## src/rtl/seg_scan_driver.sv

```systemverilog
// Multiplexed seven-segment scanner: a sign position followed by BCD digits.
// Frame data is latched into shadows at each frame wrap so a frame never tears.
module seg_scan_driver #(
  parameter int DIGITS     = 6,
  parameter int SCAN_DIV   = 8192,
  parameter int ACTIVE_LOW = 1,
  localparam int W     = 4 * (DIGITS - 1) + 1,
  localparam int SEL_W = $clog2(DIGITS),
  localparam int CNT_W = $clog2(SCAN_DIV)
) (
  input  logic             clk,
  input  logic             rst,
  input  logic [W-1:0]     adata,
  input  logic [W-1:0]     bdata,
  input  logic [DIGITS-1:0] dp,
  input  logic             blank_lz,
  output logic [SEL_W-1:0] sel,
  output logic [7:0]       seg,
  output logic             frame_done
);

  logic [CNT_W-1:0]  cnt_reg, cnt_next;
  logic [SEL_W-1:0]  sel_reg, sel_next;
  logic [W-1:0]      shadow_reg, shadow_next;
  logic [DIGITS-1:0] dp_shadow_reg, dp_shadow_next;
  logic              frame_done_reg;
  logic [7:0]        seg_reg, seg_next;
  logic              tick, wrap;
  logic [W-1:0]      src;
  logic [7:0]        code [DIGITS];

  function automatic logic [7:0] bcd_to_seg(input logic [3:0] n);
    case (n)
      4'd0:    bcd_to_seg = 8'hC0;
      4'd1:    bcd_to_seg = 8'hF9;
      4'd2:    bcd_to_seg = 8'hA4;
      4'd3:    bcd_to_seg = 8'hB0;
      4'd4:    bcd_to_seg = 8'h99;
      4'd5:    bcd_to_seg = 8'h92;
      4'd6:    bcd_to_seg = 8'h82;
      4'd7:    bcd_to_seg = 8'hF8;
      4'd8:    bcd_to_seg = 8'h80;
      4'd9:    bcd_to_seg = 8'h90;
      default: bcd_to_seg = 8'hFF;
    endcase
  endfunction

  assign tick = (cnt_reg == CNT_W'(SCAN_DIV - 1));
  assign wrap = tick && (sel_reg == SEL_W'(DIGITS - 1));
  assign src  = (bdata != '0) ? bdata : adata;

  always_comb begin
    cnt_next       = tick ? '0 : cnt_reg + CNT_W'(1);
    sel_next       = sel_reg;
    if (tick) sel_next = wrap ? '0 : sel_reg + SEL_W'(1);
    shadow_next    = wrap ? src : shadow_reg;
    dp_shadow_next = wrap ? dp : dp_shadow_reg;
  end

  // Codes are built from the next-state shadows so seg follows sel on the same edge.
  always_comb begin
    logic       lead;
    logic [3:0] nib;
    logic [7:0] base;
    lead = 1'b1;
    nib  = '0;
    base = '0;
    for (int p = 0; p < DIGITS; p++) begin
      if (p == 0) begin
        base = shadow_next[W-1] ? 8'hBF : 8'hFF;
      end else begin
        nib  = shadow_next[4*(DIGITS-1-p) +: 4];
        lead = lead && (nib == 4'd0);
        base = (blank_lz && lead && (p != DIGITS - 1)) ? 8'hFF : bcd_to_seg(nib);
      end
      code[p] = {base[7] & ~dp_shadow_next[p], base[6:0]};
    end
  end

  always_comb begin
    seg_next = code[sel_next];
    if (ACTIVE_LOW == 0) seg_next = ~seg_next;
  end

  always_ff @(posedge clk) begin
    if (rst) begin
      cnt_reg        <= '0;
      sel_reg        <= '0;
      shadow_reg     <= '0;
      dp_shadow_reg  <= '0;
      frame_done_reg <= 1'b0;
      seg_reg        <= (ACTIVE_LOW != 0) ? 8'hFF : 8'h00;
    end else begin
      cnt_reg        <= cnt_next;
      sel_reg        <= sel_next;
      shadow_reg     <= shadow_next;
      dp_shadow_reg  <= dp_shadow_next;
      frame_done_reg <= wrap;
      seg_reg        <= seg_next;
    end
  end

  assign sel        = sel_reg;
  assign seg        = seg_reg;
  assign frame_done = frame_done_reg;

endmodule

```

## config.mk

```make
export PLATFORM = sky130hd
export DESIGN_NAME = seg_scan_driver
export DESIGN_NICKNAME = d
export VERILOG_FILES = /design/src/rtl/seg_scan_driver.sv
export SDC_FILE = /design/constraint.sdc
export NUM_CORES = 1
export LEC_CHECK = 0
export CORE_UTILIZATION = 45
export DETAILED_ROUTE_END_ITERATION = 8
export PLACE_DENSITY = 0.74
export SLEW_MARGIN = 20
export SYNTH_ARGS = -nofsm -noshare
export SYNTH_HDL_FRONTEND = slang
export SYNTH_SLANG_ARGS = --single-unit
```

## constraint.sdc

```tcl
create_clock -name clk -period 4.75 [get_ports clk]
set_input_delay 0.475 -clock clk [delete_from_list [all_inputs] [get_ports clk]]
set_output_delay 0.475 -clock clk [all_outputs]
set_load 0.05 [all_outputs]
```

# --- Word level (Yosys, flattened, before mapping) ---
# Memory sizes are Yosys's and may differ from the RTL's.
# Cells that the tools add are included.
# Widths: inputs -> output; s select.
op_classes:
  n_addsub: 2
  mul: 0
  div_mod_pow: 0
  magnitude_cmp: 1
  n_eq_ne: 2
  n_shift: 0
  mux: 13
  bitwise: 13
  n_reduce_logical: 14
ops:
  columns: ["op", "n"]
  rows:
  - ["$mux 8", 6]
  - ["$mux 21", 2]
  - ["$bmux 8 s3", 1]
  - ["$reduce_bool 21->1", 1]
  - ["$logic_not 4->1", 4]
  - ["$add 13x1->13 const B", 1]
  - ["$eq 13x13->1 const B", 1]
  - ["$logic_and 1x1->1", 8]
  - ["$mux 7", 1]
  - ["$mux 3", 2]
  - ["$mux 6", 1]
  - ["$not 1->1", 6]
  - ["$and 1x1->1", 4]
  - ["$ge 4x4->1 const B", 1]
  - ["$not 3->4", 1]
  - ["$add 3x1->3 const B", 1]
  - ["$eq 3x3->1 const B", 1]
  - ["$and 1x1->1 const A", 2]
  - ["$reduce_or 2->1", 1]
word_totals:
  regBits: 52
  latch_bits: 0
  ramBits: 0
  rom_bits: 560
  inputBits: 51
  out_inout_bits: 12
  wordCells: 56
  mem_count: 5
memory_table:
  columns: ["name", "depth", "word_bits", "read_ports", "rd_ports_with_merged_regs", "write_ports", "line", "text"]
  rows:
  - ["(name not given)", 16, 7, 1, 0, 0, "33", "case (n)"]
  - ["(name not given)", 16, 7, 1, 0, 0, "33", null]
  - ["(name not given)", 16, 7, 1, 0, 0, "33", null]
  - ["(name not given)", 16, 7, 1, 0, 0, "33", null]
  - ["(name not given)", 16, 7, 1, 0, 0, "33", null]

# --- Longest topological paths before layout ---
# Gate-level depths: netlist (run 1).
depth:
  ltp_word: 13
  mapped_depth: 19
  mapped_depth_nobuf: 15

# --- Worst setup path after synthesis (run 1) ---
# No wires, ideal clock.
synth_timing:
  kind: "reg2reg"
  from: "register sel_reg[0], in the netlist sel[0]"
  to: "register seg_reg[5], in the netlist seg[5]"
  setup_ps: 78
  arrival_time_ps: 4545
  required_time_ps: 4672
  setup_slack_ps: 126
  stages_incl_launch_ff: 18
  n_path_buf: 4
  synth_period_minus_slack_ps: 4624
  cell_sequence: "dfxtp_1 ha_1 nand2_1 or4_1 buf_2 buf_6 buf_2 clkbuf_1 a21oi_1 ha_1 nand2_1 or3_1 a31oi_1 o2111ai_1 nor4_4 a211oi_1 or4_1 a32oi_1"
synth_between:
  elab_chain_cells: 12
  word_cells_on_any_way: 30
  cone_classes: "add/sub (1); eq/ne (1); mux (10); bitwise (1); reduce/logical (12); memory (5)"
synth_lines:
  columns: ["element", "line", "text"]
  rows:
  - ["start: declaration", "23", "logic [SEL_W-1:0] sel_reg, sel_next;"]
  - ["start signal: assignment", "95", "sel_reg <= sel_next;"]
  - ["parallel branches: the longest is 9 deep, another holds $mem_v2 16x7", null, null]
  - ["$bmux 8 s3 *", "81", "seg_next = code[sel_next];"]
  - ["$mux 8 (not written as such) * (2 in a row)", "81", null]
  - ["end signal: assignment", "92", "seg_reg <= (ACTIVE_LOW != 0) ? 8'hFF : 8'h00;"]
  - ["end signal: assignment", "99", "seg_reg <= seg_next;"]
  - ["end: declaration", "27", "logic [7:0] seg_reg, seg_next;"]
# Mark *: on every way between the ends. The select of a mux whose other input is x is not followed.
# A chain may end at the register's enable or synchronous reset.

# --- Worst setup path in the final report (run 1) ---
layout_timing:
  from: "register cnt_reg[0]"
  to: "register seg_reg[5], in the netlist seg[5]"
layout_between:
  elab_chain_cells: 12
  word_cells_on_any_way: 29
  cone_classes: "eq/ne (1); mux (10); bitwise (1); reduce/logical (12); memory (5)"
layout_lines:
  columns: ["element", "line", "text"]
  rows:
  - ["start: declaration", "22", "logic [CNT_W-1:0] cnt_reg, cnt_next;"]
  - ["start signal: assignment", "94", "cnt_reg <= cnt_next;"]
  - ["$eq 13x13->1 *", "48", "assign tick = (cnt_reg == CNT_W'(SCAN_DIV - 1));"]
  - ["parallel branches: the longest is 8 deep, another holds $mem_v2 16x7", null, null]
  - ["$bmux 8 s3 *", "81", null]
  - ["$mux 8 (not written as such) * (2 in a row)", "81", null]
# Marked as above.

==> impl_metrics.py, run 1 <==
metrics = {
    "drt": {
        "wl_met2_mm": 4.77,
        "routedWlPerCell_um": 17.0,
        "antenna_left": 0,
        "wl_mm": 10.3,
        "drtPass1Iterations": 5,
        "drc_errors": 0,
        "wl_met3_um": 672,
        "wl_met1_mm": 4.62,
        "top_layer_used": "met4",
        "drt-initial-drc-count": 246,
        "vias": 3655,
        "vias_per_cell": 6.02,
    },
    "cells_and_area": {
        "seq_area_um2": 1040,
        "syn_to_final_growth_pct": 22.6,
        "layout-drive-gt1-share": 0.0812,
        "layout_common_cells": "clkdlybuf4s50_1, nor2_1, dfxtp_1",
        "final_common_cell": "clkdlybuf4s50_1",
        "stdcell_count": 607,
        "multi_input_area_um2": 2410,
        "num_antenna_cells": 0,
        "largest_register_ff_count": 21,
        "nets": 584,
        "final_util": 0.572,
        "nFillCells": 730,
    },
    "grt": {
        "grt_max_degree": 23,
        "track_usage": 0.257,
        "antenna_found_initial": 0,
        "first_global_vias": 3551,
        "gr-total-overflow": 0,
        "grt_pass1_wl_mm": 17.3,
    },
    "sta": {
        "finalSetupViolations": 0,
        "skew_ns": 0.0149,
        "fmax_ghz": 0.230,
        "drv_slew": 0,
        "min_period_over_period": 0.913,
        "layout_setup_ws_ns": 0.411,
        "rsz0062_at_grt": "false",
        "tightest_slew_ns": 0.909,
        "finalCriticalPeriod_ns": 4.34,
        "setup_tns_ns": 0,
        "hold_violations": 0,
        "slew_headroom": 0.392,
        "timing.hold.ws_ns": 0.459,
    },
    "clock_tree": {
        "cts-root-buf": "clkbuf_8",
        "cts_resized": 0,
        "cts.hold.buffers_added": 0,
        "clkSinkCount": 52,
        "post-cts-setup-buffers": 0,
        "clock_latency_ns": 0.32,
        "path_clk_slew_ns": 0.10,
        "h-tree-depth": 2,
        "cts_buffers": 5,
        "clockBufferDepth": 2,
        "cts_tree": "built",
    },
    "synth": {
        "yosysWarnings": 0,
        "yosysUniqueCellTypes": 65,
        "ys_seq_area_frac": 0.287,
        "synthFlopType": "dfxtp_1",
        "syn_inst": 449,
        "synth_fp_nets": 529,
        "synth-seq-cells": 52,
        "syn_area_um2": 3630,
        "async_flop_share": 0,
        "syn_area_per_cell_um2": 8.08,
        "synth_edf_count": 0,
    },
    "worst_setup_path": {
        "critical_path_class": "reg2reg",
        "cp-start-kind": "register",
        "cp_max_fo": 18,
        "worstPathRequired_ns": 4.97,
        "max_stage_delay_ns": 0.62,
        "crit_path_top_delay_cell": "or4_1",
        "reg2reg_slack_ns": 0.41,
        "r2r.worst_path.cells": 13,
        "cp.arrival_ns": 4.56,
        "reg2reg_from": "cnt_reg[0]",
        "crit_path_cell_trace": "ha_1, nand4_1, or4_1, buf_4, a311o_1, o21ai_0, ha_1, o2111ai_1, buf_4, nor4_4, a211oi_1, or4_1, a32oi_1",
        "r2r-end": "seg[5]",
        "end_kind": "register",
    },
    "place": {
        "place_ws_ns": 0.407,
        "dpl.hpwl_mm": 8.02,
        "gp_congestion": 0.968,
        "port_buffers": 62,
        "place_inst": 599,
    },
    "floorplan": {
        "die_width_um": 91.8,
        "start_util": 0.467,
        "die_y_um": 91.8,
        "ios": 63,
        "die_area_um2": 8420,
        "coreArea_um2": 7770,
        "rows": 32,
    },
    "job": {
        "drv_cap": 0,
    },
    "power_and_ir_drop": {
        "peakVddDrop_mv": 0.137,
        "power_density_nw_per_um2": 178,
        "sw_frac_of_total": 0.250,
        "p_clk_frac": 0.349,
        "power.leakage_uw": 0.00176,
        "comb_power_share": 0.094,
        "p_sw_uw": 197,
        "p_int_uw": 592,
        "seqPwrFrac": 0.557,
    },
    "min_path": {
        "hold_class": "reg2reg",
        "hold_start": "dp_shadow_reg[4]",
        "hold_depth": 2,
        "worstHoldEndpoint": "dp_shadow_reg[4]",
    },
    "run_status": {
        "outcome": "completed",
    },
}
==> critical path: cells and delay by family, from the launching register on <==
| family | cells | cell delay, ns |
|---|---|---|
| compound gates | 5 | 1.04 |
| buf+inv | 2 | 0.47 |
| flops | 1 | 0.37 |
| fa+ha+maj | 2 | 0.60 |
| simple gates | 4 | 1.77 |
==> synth_stat cells (2+ instances only) <==
cell type  number  share of area
nand4_1         5         0.0086
a221oi_1        3         0.0072
a211oi_1        8          0.017
and2_1          3         0.0052
nor2_1         60          0.062
o31ai_1         3         0.0062
or2_2           4         0.0069
dfxtp_1        52           0.29
clkbuf_1       17          0.018
xnor2_1         4         0.0097
inv_1          16          0.017
buf_4           2         0.0041
o221a_2         2         0.0062
o41ai_1         3         0.0072
a311oi_1        6          0.014
and3_1          4         0.0069
o221ai_1        2         0.0048
o21a_1          3         0.0062
o22ai_1         2         0.0035
o2111ai_1       3         0.0072
ha_1           29           0.10
o21ai_1         4         0.0055
nor3_2          2         0.0055
o21ai_0        21          0.029
a31oi_1         8          0.014
a21oi_1        25          0.035
mux2i_1         9          0.025
o211ai_1        8          0.017
o21ai_2         3         0.0072
or2_1           2         0.0035
buf_2           6         0.0083
a311o_1        13          0.036
o311ai_0        2         0.0048
or3_1           4         0.0069
nor2b_1         3         0.0052
a21o_1          3         0.0062
or4_1           6          0.012
a21boi_0        2         0.0041
nand2_1        41          0.042
xor2_1          6          0.014
nor3_1          7         0.0097
nor4_1          5         0.0086
nand2b_1        4         0.0069
nand3_1        11          0.015
and4_1          3         0.0072
==> stage by stage <==
step	power, uW	area, um2
2_1_floorplan	470	3630
3_3_place_gp	523	4350
3_5_place_dp	524	4350
4_1_cts	792	4450
5_1_grt	816	4450
6_report	790	4450
==> kinds of logic (layout without fill, tap and decap cells) <==
kind of cell               count (synthesis)  after routing  synth area share
and+or+nand+nor                          171            171             0.238
AOI/OAI and AO/OA                        135            135             0.273
DFF                                       52             52             0.287
buffers and inverters                     42             98            0.0497
adders and majority gates                 29             29             0.100
xor gates and xnor gates                  10             10            0.0242
muxes                                     10             10            0.0280
==> worst max path at each step <==
stage | from | end | slack [ns] | cells after the start
6_report | cnt_reg[0] | seg[5] | 0.41 | 13
5_1_grt | cnt_reg[0] | seg[3] | 0.14 | 13
4_1_cts | cnt_reg[0] | seg[5] | 0.48 | 13
3_5_place_dp | bdata[14] | seg[5] | 0.41 | 17
3_3_place_gp | bdata[14] | seg[5] | 0.42 | 17
2_1_floorplan | sel[0] | seg[5] | 0.13 | 17
==> power by group through the flow <==
stage	registers [uW]	clock network [uW]	logic [uW]
3_5_place_dp	450	0	73.7
5_1_grt	440	296	79.7
6_report	440	275	74.5
2_1_floorplan	449	0	20.2
4_1_cts	440	278	74.2
3_3_place_gp	450	0	73.1
==> area by class of cell <==
cell class,instances,area share
timing repair buffer,74,0.160
inverter,16,0.0135
clock buffer,5,0.0155
multi-input combinational,355,0.542
clock inverter,3,0.00619
tap,102,0.0287
sequential,52,0.234
==> layer usage <==
layer,global-route usage,vias up
met5,0,-
li1,-,1778
met2,0.422,107
met4,0.0807,0
met3,0.0597,24
met1,0.333,1746
(Power assumes the default switching activity.)
==> run 2: changes to the inputs <==
==> constraint.sdc (replaced) <==
create_clock -name clk -period 4.65 [get_ports clk]
set_input_delay 0.6975 -clock clk [delete_from_list [all_inputs] [get_ports clk]]
set_output_delay 0.6975 -clock clk [all_outputs]
set_load 0.05 [all_outputs]
==> run 2 against run 1 <==
Against the previous run:
- utilization grew 0.68 points
- non-clock buffer count rose by 7
- die area unchanged
- highest routed layer unchanged
- first-iteration DRC count rose by 2.4%
- register-to-register slack worse by 0.07 ns
==> impl_metrics.py, run 2 (synthesized netlist as in run 1, its figures left out) <==
metrics = {
    "grt": {
        "grt_util_met2": 0.435,
        "first_global_vias": 3444,
        "gr-total-overflow": 0,
        "busiest_layer": "met2",
        "grt_util_met3": 0.0448,
        "antenna_found_initial": 0,
        "track_usage": 0.247,
        "grt_max_degree": 43,
        "grt_pass1_wl_mm": 16.6,
        "grt_use_met1": 0.311,
    },
    "floorplan": {
        "die_width_um": 91.8,
        "coreArea_um2": 7770,
        "ios": 63,
        "start_util": 0.467,
        "rows": 32,
        "die_y_um": 91.8,
        "die_area_um2": 8420,
    },
    "power_and_ir_drop": {
        "p_int_uw": 605,
        "power_density_nw_per_um2": 179,
        "peakVddDrop_mv": 0.161,
        "comb_power_share": 0.095,
        "power.leakage_uw": 0.00179,
        "sw_frac_of_total": 0.250,
        "finalPower_uw": 807,
        "p_clk_frac": 0.348,
        "p_sw_uw": 202,
        "seqPwrFrac": 0.557,
    },
    "clock_tree": {
        "cts-root-buf": "clkbuf_8",
        "clkSinkCount": 52,
        "clock_latency_ns": 0.32,
        "path_clk_slew_ns": 0.10,
        "cts.hold.buffers_added": 0,
        "cts_resized": 0,
        "h-tree-depth": 2,
        "cts_buffers": 5,
        "clockBufferDepth": 2,
        "cts_tree": "built",
        "post-cts-setup-buffers": 0,
    },
    "cells_and_area": {
        "multi_input_area_um2": 2410,
        "syn_to_final_growth_pct": 24.1,
        "largest_register_ff_count": 21,
        "layout_common_cells": "clkdlybuf4s50_1, nor2_1, dfxtp_1",
        "num_antenna_cells": 0,
        "seq_area_um2": 1040,
        "final_common_cell": "clkdlybuf4s50_1",
        "layout-drive-gt1-share": 0.0938,
        "nFillCells": 727,
        "nets": 591,
    },
    "worst_setup_path": {
        "reg2reg_from": "cnt_reg[0]",
        "crit_path_cell_trace": "ha_1, nand4_1, or4_1, buf_4, buf_4, a311o_1, o21ai_1, ha_1, o221ai_1, nor4_4, a211oi_1, or4_1, a32oi_1",
        "critical_path_buf_inv_count": 2,
        "max_stage_delay_ns": 0.61,
        "end_kind": "register",
        "r2r.worst_path.cells": 13,
        "critical_path_class": "reg2reg",
        "cp-start-kind": "register",
        "cp.depth": 13,
        "cpLargestDelayFamily": "simple AND/OR/NAND/NOR gates",
        "cp.arrival_ns": 4.53,
        "crit_path_start": "cnt_reg[0]",
        "crit_path_top_delay_cell": "or4_1",
        "cp_max_fo": 18,
        "worstPathRequired_ns": 4.87,
    },
    "sta": {
        "drv_slew": 0,
        "finalCriticalPeriod_ns": 4.30,
        "setup_tns_ns": 0,
        "tightest_slew_ns": 0.920,
        "finalSetupViolations": 0,
        "min_period_over_period": 0.926,
        "skew_ns": 0.00720,
        "fmax_ghz": 0.232,
        "hold_violations": 0,
        "slew_headroom": 0.382,
        "rsz0062_at_grt": "false",
    },
    "drt": {
        "drc_errors": 0,
        "vias_per_cell": 5.99,
        "antenna_left": 0,
        "routedWlPerCell_um": 17.1,
        "vias": 3676,
        "wl_mm": 10.5,
        "drt-initial-drc-count": 252,
        "drtPass1Iterations": 5,
    },
    "min_path": {
        "hold_class": "reg2reg",
        "hold_start": "cnt_reg[0]",
        "hold_depth": 1,
    },
    "job": {
        "drv_cap": 0,
    },
    "run_status": {
        "outcome": "completed",
    },
    "place": {
        "dpl.hpwl_mm": 8.05,
        "port_buffers": 62,
        "gp_congestion": 0.962,
    },
}
-- run 2: stage by stage --
stage | instance area [um2] | setup slack [ns] | util | instances | hold slack [ns]
3_5_place_dp | 4400 | 0.248 | 0.567 | 606 | 0.434
6_report | 4500 | 0.345 | 0.579 | 614 | 0.451
2_1_floorplan | 3630 | 0.0265 | - | 449 | 0.413
5_1_grt | 4500 | 0.0762 | 0.579 | 614 | 0.486
4_1_cts | 4500 | 0.360 | 0.579 | 614 | 0.450
3_3_place_gp | 4400 | 0.258 | 0.567 | 606 | 0.426
-- run 2: path summary, 6_finish.rpt --
path | slack, ns | endpoint
worst min-delay path | 0.45 | cnt_reg[0]
worst max-delay path | 0.35 | seg[5]
worst min register to register | 0.45 | cnt_reg[0]
worst max register to register | 0.35 | seg[5]
-- run 2: cell type report --
type                    count  share of cell area
well taps                 102              0.0284
flip-flops and latches     52               0.231
clock inverters             3             0.00612
inverters                  16              0.0133
clock buffers               5              0.0153
multi-input cells         355               0.536
repair buffers             81               0.170
-- run 2: layer usage --
metal | part of all wire | wire (um) | vias up
met5 | 0 | 0 | -
met4 | 0.016 | 163 | 0
met3 | 0.065 | 685 | 14
met2 | 0.48 | 5040 | 134
met1 | 0.44 | 4630 | 1739
li1 | - | - | 1789
-- run 2: power by group through the flow --
stage | Sequential, uW | Clock [uW] | Combinational (uW)
final | 449 | 280 | 76.7
after global routing | 450 | 309 | 81.1
after CTS | 450 | 288 | 75.8
after detailed placement | 460 | 0 | 75.5
after global placement | 460 | 0 | 75.1
after floorplan | 459 | 0 | 20.7
==> run 3: changes to the inputs <==
--- a/config.mk
+++ b/config.mk
@@ -5,6 +5,8 @@
 export SDC_FILE = /design/constraint.sdc
 export NUM_CORES = 1
 export LEC_CHECK = 0
+export ABC_CLOCK_PERIOD_IN_PS = 4650
+export CORE_ASPECT_RATIO = 1.4
 export CORE_UTILIZATION = 45
 export DETAILED_ROUTE_END_ITERATION = 8
 export PLACE_DENSITY = 0.74
==> run 3 against run 2 <==
Against the previous run:
- non-clock buffer count grew 2
- global-route usage rose by 1.5 points
- sequential power about the same
- die area about the same
- first-iteration DRC count is 15% higher
- worst hold slack got worse by 0.00089 ns
- total power shrank 0.67%
- register-to-register slack better by 0.17 ns
- setup slack gained 0.17 ns
- sequential share of layout area about the same
- flip-flop and latch count is the same
==> impl_metrics.py, run 3 (synthesized netlist as in run 1, its figures left out) <==
metrics = {
    "worst_setup_path": {
        "crit_path_start": "cnt_reg[0]",
        "crit_path_top_delay_cell": "or4_4",
        "critical_path_class": "reg2reg",
        "reg2reg_slack_ns": 0.51,
        "cp_common_cell": "ha_1",
        "worstPathRequired_ns": 4.87,
        "end_kind": "register",
        "endpoint": "seg[0]",
        "r2r.worst_path.cells": 12,
        "cp_max_fo": 15,
        "cp.arrival_ns": 4.36,
        "cp-start-kind": "register",
        "r2r-end": "seg[0]",
        "max_stage_delay_ns": 0.61,
        "reg2reg_from": "cnt_reg[0]",
        "crit_path_cell_trace": "ha_1, nand4_1, or4_4, buf_4, a311o_1, o21ai_0, ha_1, o2111ai_2, o31ai_2, a221oi_1, o221a_2, a211oi_1",
    },
    "power_and_ir_drop": {
        "power.leakage_uw": 0.00180,
        "p_clk_frac": 0.344,
        "seqPwrFrac": 0.561,
        "comb_power_share": 0.095,
        "p_int_uw": 602,
        "peakVddDrop_mv": 0.123,
        "p_sw_uw": 199,
        "power_density_nw_per_um2": 178,
        "sw_frac_of_total": 0.248,
    },
    "cells_and_area": {
        "stdcell_count": 614,
        "syn_to_final_growth_pct": 24.3,
        "layout-drive-gt1-share": 0.0973,
        "nets": 593,
        "num_antenna_cells": 0,
        "layout_common_cells": "clkdlybuf4s50_1, nor2_1, dfxtp_1",
        "final_common_cell": "clkdlybuf4s50_1",
        "largest_register_ff_count": 21,
        "nFillCells": 715,
    },
    "floorplan": {
        "start_util": 0.465,
        "coreArea_um2": 7800,
        "die_area_um2": 8430,
        "die_y_um": 108,
        "ios": 63,
        "rows": 38,
        "die_width_um": 77.9,
    },
    "clock_tree": {
        "clockBufferDepth": 2,
        "cts_buffers": 5,
        "h-tree-depth": 2,
        "clock_latency_ns": 0.33,
        "clkSinkCount": 52,
        "cts-root-buf": "clkbuf_8",
        "path_clk_slew_ns": 0.10,
        "cts.hold.buffers_added": 0,
        "cts_tree": "built",
    },
    "run_status": {
        "outcome": "completed",
    },
    "drt": {
        "vias": 3675,
        "drc_errors": 0,
        "wl_mm": 10.9,
        "drtPass1Iterations": 5,
        "routedWlPerCell_um": 17.7,
        "vias_per_cell": 5.99,
        "drt-initial-drc-count": 291,
        "antenna_left": 0,
    },
    "sta": {
        "tightest_slew_ns": 0.891,
        "setup_tns_ns": 0,
        "slew_headroom": 0.402,
        "finalCriticalPeriod_ns": 4.14,
        "finalSetupViolations": 0,
        "fmax_ghz": 0.242,
        "drv_slew": 0,
        "min_period_over_period": 0.890,
        "hold_violations": 0,
        "skew_ns": 0.0169,
        "rsz0062_at_grt": "false",
    },
    "job": {
        "drv_cap": 0,
    },
    "place": {
        "dpl.hpwl_mm": 8.27,
        "gp_congestion": 0.963,
        "place_inst": 606,
        "port_buffers": 62,
    },
    "grt": {
        "grt_util_met2": 0.477,
        "busiest_layer": "met2",
        "antenna_found_initial": 0,
        "grt_pass1_wl_mm": 17.1,
        "grt_util_met3": 0.0515,
        "grt_max_degree": 43,
        "grt_use_met1": 0.284,
        "gr-total-overflow": 0,
        "first_global_vias": 3511,
        "track_usage": 0.263,
    },
    "min_path": {
        "hold_class": "reg2reg",
    },
}
run 3: per-layer routing:
layer  wire length [um]  vias to the layer above
met5                  0                        -
met4                479                        0
met3                649                       36
met2               5400                      134
met1               4330                     1717
li1                   -                     1788
run 3: metrics by stage:
stage | setup slack [ns] | hold WS [ns] | instance area, um2 | power [uW] | utilization
finish | 0.511 | 0.450 | 4510 | 801 | 0.578
detailed placement | 0.219 | 0.440 | 4420 | 535 | 0.566
global route | 0.172 | 0.482 | 4510 | 825 | 0.578
floorplan | 0.0265 | 0.413 | 3630 | 480 | -
CTS | 0.345 | 0.454 | 4500 | 804 | 0.578
global placement | 0.333 | 0.426 | 4420 | 535 | 0.566
run 3: power by group through the flow:
stage	Sequential (uW)	Clock [uW]	Combinational [uW]
3_5_place_dp	460	0	75.6
4_1_cts	449	278	76.2
5_1_grt	450	294	80.8
3_3_place_gp	460	0	75.1
6_report	449	276	76.1
2_1_floorplan	459	0	20.7
run 3: cell type report:
cell class                      count  area, um2  share of cell area
Multi-Input combinational cell    355       2410               0.536
Sequential cell                    52       1040               0.231
Timing Repair Buffer               83        778               0.173
Tap cell                          100        125              0.0278
Clock buffer                        6       72.6              0.0161
Inverter                           16       60.1              0.0133
Clock inverter                      2       16.3             0.00361
run 3: worst max-delay path: cells and delay by family, from the launching register on:
family | cells | cell delay (ns)
AOI/OAI and AO/OA | 7 | 1.91
adders and majority gates | 2 | 0.59
buffers and inverters | 1 | 0.24
DFF | 1 | 0.36
and+or+nand+nor | 2 | 0.92
run 3: timing repair:
action	CTS	global route
buffers inserted	0	0
endpoints found under the setup margin	0	1
resized for setup	0	1
run 3: worst min-delay path by stage:
stage / from / to / cells after the start
final: cnt_reg[0] / cnt_reg[0] / 1
after global routing: cnt_reg[0] / cnt_reg[0] / 1
after CTS: cnt_reg[0] / cnt_reg[0] / 1
after detailed placement: cnt_reg[0] / cnt_reg[0] / 1
after global placement: cnt_reg[0] / cnt_reg[0] / 1
after floorplan: cnt_reg[0] / cnt_reg[0] / 1
